`config.mk`:
```
export PLATFORM = sky130hd
export DESIGN_NAME = core_sequencer
export DESIGN_NICKNAME = d
export VERILOG_FILES = /design/src/rtl/core_sequencer.sv
export SDC_FILE = /design/constraint.sdc
export NUM_CORES = 1
export LEC_CHECK = 0
export ABC_AREA = 0
export ABC_CLOCK_PERIOD_IN_PS = 3500
export BUFFER_PORTS_ARGS = -buffer_cell sky130_fd_sc_hd__buf_2
export CAP_MARGIN = 10
export CORE_MARGIN = 5
export CORE_UTILIZATION = 49
export DETAILED_ROUTE_END_ITERATION = 12
export GPL_TIMING_DRIVEN = 0
export PLACE_DENSITY = 0.91
export SLEW_MARGIN = 20
export SYNTH_ARGS = -nofsm -noshare
export SYNTH_HDL_FRONTEND = slang
export SYNTH_SLANG_ARGS = --single-unit
```
`constraint.sdc`:
```
create_clock -name clk -period 3.5 [get_ports clk]
set_clock_uncertainty 0.2 [all_clocks]
set_input_delay 0.35 -clock clk [delete_from_list [all_inputs] [get_ports clk]]
set_output_delay 0.35 -clock clk [all_outputs]
set_load 0.005 [all_outputs]
```
`src/rtl/core_sequencer.sv`:
```
// Multi-cycle RV32I control sequencer: fetch handshake, instruction latch,
// per-stage datapath strobes, program counter and retired-instruction counter.
module core_sequencer #(
  parameter logic [31:0] RESET_PC = 32'h0000_0000
) (
  input  logic        clk,
  input  logic        rst,
  output logic        imem_req,
  output logic [31:0] imem_addr,
  input  logic        imem_ack,
  input  logic [31:0] imem_rdata,
  output logic [31:0] instr,
  input  logic        instr_legal,
  input  logic        is_load,
  input  logic        is_store,
  input  logic        rd_valid,
  input  logic [4:0]  rd,
  input  logic        redirect,
  input  logic [31:0] target_pc,
  output logic        dmem_req,
  output logic        dmem_we,
  input  logic        dmem_ack,
  output logic        load_capture,
  output logic        rf_we,
  output logic [31:0] pc,
  output logic        retire,
  output logic [31:0] instret,
  output logic        halted
);

  localparam int unsigned XLEN = 32;
  localparam logic [XLEN-1:0] NOP_INSTR = 32'h0000_0013;

  typedef enum logic [2:0] {
    S_FETCH,
    S_DECODE,
    S_EXECUTE,
    S_MEM,
    S_WRITEBACK,
    S_HALT
  } state_e;

  state_e          state_q, state_d;
  logic [XLEN-1:0] pc_q, pc_d;
  logic [XLEN-1:0] instr_q, instr_d;
  logic [XLEN-1:0] instret_q, instret_d;
  logic            redirect_fault;

  always_ff @(posedge clk or posedge rst) begin
    if (rst) begin
      state_q   <= S_FETCH;
      pc_q      <= RESET_PC;
      instr_q   <= NOP_INSTR;
      instret_q <= '0;
    end else begin
      state_q   <= state_d;
      pc_q      <= pc_d;
      instr_q   <= instr_d;
      instret_q <= instret_d;
    end
  end

  // Next state and Moore-style strobes; rf_we/retire/load_capture also
  // qualify on decoder flags, which are stable from DECODE to WRITEBACK.
  always_comb begin
    state_d        = state_q;
    pc_d           = pc_q;
    instr_d        = instr_q;
    instret_d      = instret_q;
    imem_req       = 1'b0;
    dmem_req       = 1'b0;
    dmem_we        = 1'b0;
    load_capture   = 1'b0;
    rf_we          = 1'b0;
    retire         = 1'b0;
    halted         = 1'b0;
    redirect_fault = redirect && (target_pc[1:0] != 2'b00);

    case (state_q)
      S_FETCH: begin
        // Held in FETCH during reset; the request must not show until release.
        imem_req = !rst;
        if (imem_ack) begin
          instr_d = imem_rdata;
          state_d = S_DECODE;
        end
      end
      S_DECODE: begin
        state_d = instr_legal ? S_EXECUTE : S_HALT;
      end
      S_EXECUTE: begin
        state_d = (is_load || is_store) ? S_MEM : S_WRITEBACK;
      end
      S_MEM: begin
        dmem_req = 1'b1;
        dmem_we  = is_store;
        if (dmem_ack) begin
          load_capture = is_load;
          state_d      = S_WRITEBACK;
        end
      end
      S_WRITEBACK: begin
        if (redirect_fault) begin
          state_d = S_HALT;
        end else begin
          rf_we     = rd_valid && (rd != 5'd0) && !is_store;
          retire    = 1'b1;
          instret_d = instret_q + XLEN'(1);
          pc_d      = redirect ? target_pc : pc_q + XLEN'(4);
          state_d   = S_FETCH;
        end
      end
      S_HALT: begin
        halted = 1'b1;
      end
      default: begin
        state_d = S_HALT;
      end
    endcase
  end

  assign imem_addr = pc_q;
  assign pc        = pc_q;
  assign instr     = instr_q;
  assign instret   = instret_q;

endmodule

```
==> impl_metrics.py <==
metrics = {
    "critical_path": {
        "ff2ff_path_depth": 6,
        "cp-startpoint": "state_q[2]$_DFFE_PP0P_",
        "rr_startpoint": "state_q[2]$_DFFE_PP0P_",
        "startpoint_type": "flip-flop",
        "rr_endpoint": "imem_addr[24]$_DFFE_PP0P_",
        "endpoint": "retire",
        "cp.required_ns": 2.95,
        "arrival_ns": 2.50,
        "crit_type": "flip-flop to output pin",
        "crit_path_max_fanout": 10,
        "regToRegSetupSlack_ns": 1.08,
        "endpoint_kind": "output pin",
    },
    "grt": {
        "grt_pass1_vias": 5032,
        "track_usage_pct": 24.0,
        "grt.met3_usage_pct": 4.76,
        "grt_util_met1_pct": 30.3,
        "top_usage_layer": "met2",
        "grt.met2_usage_pct": 40.4,
        "grt_pass1_wl_um": 24900,
        "grt.overflow.total": 0,
        "antenna_found_initial": 1,
        "grt_start_max_net_pins": 53,
    },
    "yosys": {
        "yosysTopAreaCell": "dfrtp_1",
        "ys_warn_count": 0,
        "netlist.area_leader.share_pct": 46.5,
        "syn-cell-area_um2": 5170,
        "synth_area_leaders": "dfrtp_1 (46%), mux2_2 (7.0%), buf_4 (4.9%), xnor2_1 (4.7%), a21oi_1 (2.8%)",
        "synth_nets": 577,
        "synthFlopType": "dfrtp_1",
        "ys_types": 61,
        "syn_area_per_cell_um2": 10.4,
        "synth_edf_count": 0,
        "netlist_instances": 497,
        "ys_ff_latch": 99,
        "ys_seq_area_share_pct": 48.0,
        "synth-async-reset-ratio_pct": 100,
    },
    "routing": {
        "routed_wirelength_um": 15600,
        "vias_per_cell": 5.67,
        "post_drt_wl_per_cell_um": 17.9,
        "ant_nets": 0,
        "dr.pass1.iters": 5,
        "drt_iter0_drc": 446,
        "dr_total_vias": 4946,
        "remaining_drc_errors": 0,
    },
    "timing": {
        "finalCritPeriodShare_pct": 87.2,
        "relSlewSlack_pct": 58.9,
        "rsz0062_at_grt": "no",
        "finalHoldWorstSlack_ns": 0.0162,
        "final-setup-viol-count": 0,
        "finalHoldViolCount": 0,
        "layout_min_cycle_time_ns": 3.05,
        "worstMarginPinSlew_ns": 0.612,
        "fmax_ghz": 0.328,
        "slew_viol_final": 0,
    },
    "floorplan": {
        "core.rowCount": 37,
        "die_height_um": 113,
        "core_um2": 10300,
        "die-area_um2": 12700,
        "initial_core_util_pct": 50.1,
        "fp.dieW_um": 113,
        "ios": 213,
    },
    "worst_hold_path": {
        "min_path_type": "input pin to flip-flop",
    },
    "placed_design": {
        "place_congestion": 0.989,
        "dpl.hpwl_um": 11800,
        "portBuffers": 212,
    },
    "clocking": {
        "cts_made_buffers": 9,
        "clkSlewWorstSetupHoldPaths_ns": 0.11,
        "htreeDepth": 3,
        "clock_latency_ns": 0.36,
        "cts_setup_buffers": 0,
        "clock-sinks": 99,
        "cts-root-buf": "clkbuf_8",
        "post_cts_resized": 0,
        "cts_tree": "done",
        "cts_max_path_buffers": 2,
    },
    "flow_run": {
        "cap_violations": 0,
    },
    "power": {
        "power_mw": 4.43,
        "power_density_nw_per_um2": 659,
        "ir_drop_v": 0.000394,
        "p_leak_nw": 3.30,
    },
    "status": {
        "outcome": "complete, no violations",
    },
    "cells_and_area": {
        "fin_nets": 810,
        "fin_util_pct": 65.1,
        "area_growth_pct": 30.1,
        "drive_above_1_share_pct": 43.3,
    },
}
==> what timing repair did <==
| item | CTS | global route |
|---|---|---|
| hold endpoints to repair | 51 | 2 |
| setup endpoints to repair | 0 | 0 |
| hold buffers | 7 | 2 |
==> through the flow <==
stage                     worst slack [ns]  area (µm²)  cells  setup TNS, ns
final                                0.448        6720    872              0
after global placement              -0.679        6400    845         -64.63
after CTS                            0.450        6700    869              0
after global routing                 0.300        6720    872              0
after detailed placement             0.730        6430    846              0
after floorplan                      0.365        5170    497              0
==> flip-flops by register name (all words and copies together) (netlist names) <==
signal	count
instret	32
imem_addr	32
instr	32
state_q	3
==> cells in the final DEF (no fill, tap or decap), drive strengths merged, types with 4 or more instances in the layout <==
master       netlist  layout
buf               39     252
dfrtp             96      96
nand2             33      33
mux2              32      32
a21oi             29      29
nor2              29      29
nand3             29      29
xnor2             28      28
clkbuf            16      26
nand4             16      16
o22ai             14      14
and3              14      14
o21ai             14      14
nor3              10      10
inv                8      10
dlygate4sd3        0       9
and4               8       8
nor4               8       8
mux2i              6       6
or3                5       5
o21a               5       5
a311oi             5       5
a211oi             4       4
nor4b              4       4
==> layout make-up <==
class,count,area (µm²)
Tap cell,136,170
Multi-Input combinational cell,334,2310
Clock inverter,6,71.3
Inverter,9,38.8
Sequential cell,99,2480
Timing Repair Buffer,222,1180
Fill cell,814,3600
Antenna cell,1,2.50
Buffer,55,345
Clock buffer,10,128
==> power breakdown <==
group / internal, mW / switching [mW] / leakage [nW]
registers: 1.51 / 0.397 / 1.24
clock network: 0.338 / 0.425 / 0.0935
logic: 0.947 / 0.811 / 1.97
==> cells in the mapped netlist (all sizes together), types with 5 or more instances <==
| library cell | n |
|---|---|
| o22ai | 14 |
| nor4 | 8 |
| nand2 | 33 |
| mux2i | 6 |
| dfrtp | 96 |
| o21a | 5 |
| nor3 | 10 |
| clkbuf | 16 |
| buf | 39 |
| and3 | 14 |
| nand3 | 29 |
| inv | 8 |
| mux2 | 32 |
| or3 | 5 |
| xnor2 | 28 |
| o21ai | 14 |
| a21oi | 29 |
| nand4 | 16 |
| and4 | 8 |
| nor2 | 29 |
| a311oi | 5 |
==> how the worst min path moves through the flow <==
stage                                  startpoint                 endpoint  slack, ns  depth (start not counted)
after floorplan           instret[31]$_DFFE_PP0P_  instret[31]$_DFFE_PP0P_       0.27                          1
after global routing               imem_rdata[17]    instr[17]$_DFFE_PP0P_    0.00009                          2
after detailed placement                      rst   state_q[2]$_DFFE_PP0P_       0.23                          2
after global placement    instret[31]$_DFFE_PP0P_  instret[31]$_DFFE_PP0P_       0.25                          1
after CTS                          imem_rdata[17]    instr[17]$_DFFE_PP0P_     0.0005                          2
final                              imem_rdata[17]    instr[17]$_DFFE_PP0P_       0.02                          2
==> worst max-delay path: stages, from the launching register on <==
cell and delay [ns]:
dfrtp_1 0.45, nor3b_2 0.26, nand2_1 0.28, inv_1 0.17
buf_2 0.27, buf_1 0.49, buf_2 0.22
==> layer usage <==
layer  up-vias  part of all wire (%)
li1       2253                     -
met4         0                   3.2
met3        46                   7.8
met2       270                    49
met1      2377                    40
met5         -                     0
==> logic make-up (layout without fill, tap and decap cells) <==
group | count (synthesis) | in the layout | synth area share (%)
AO/OA/AOI/OAI | 94 | 94 | 11.8
XOR/XNOR | 31 | 31 | 5.25
adder cells (fa/ha/maj) | 2 | 2 | 0.484
buffers and inverters | 64 | 302 | 7.34
flip-flops | 99 | 99 | 48.0
multiplexers | 38 | 38 | 8.14
other | 0 | 1 | 0
AND/OR/NAND/NOR | 169 | 169 | 19.0
Note: power is estimated with default switching activity, not from simulation.
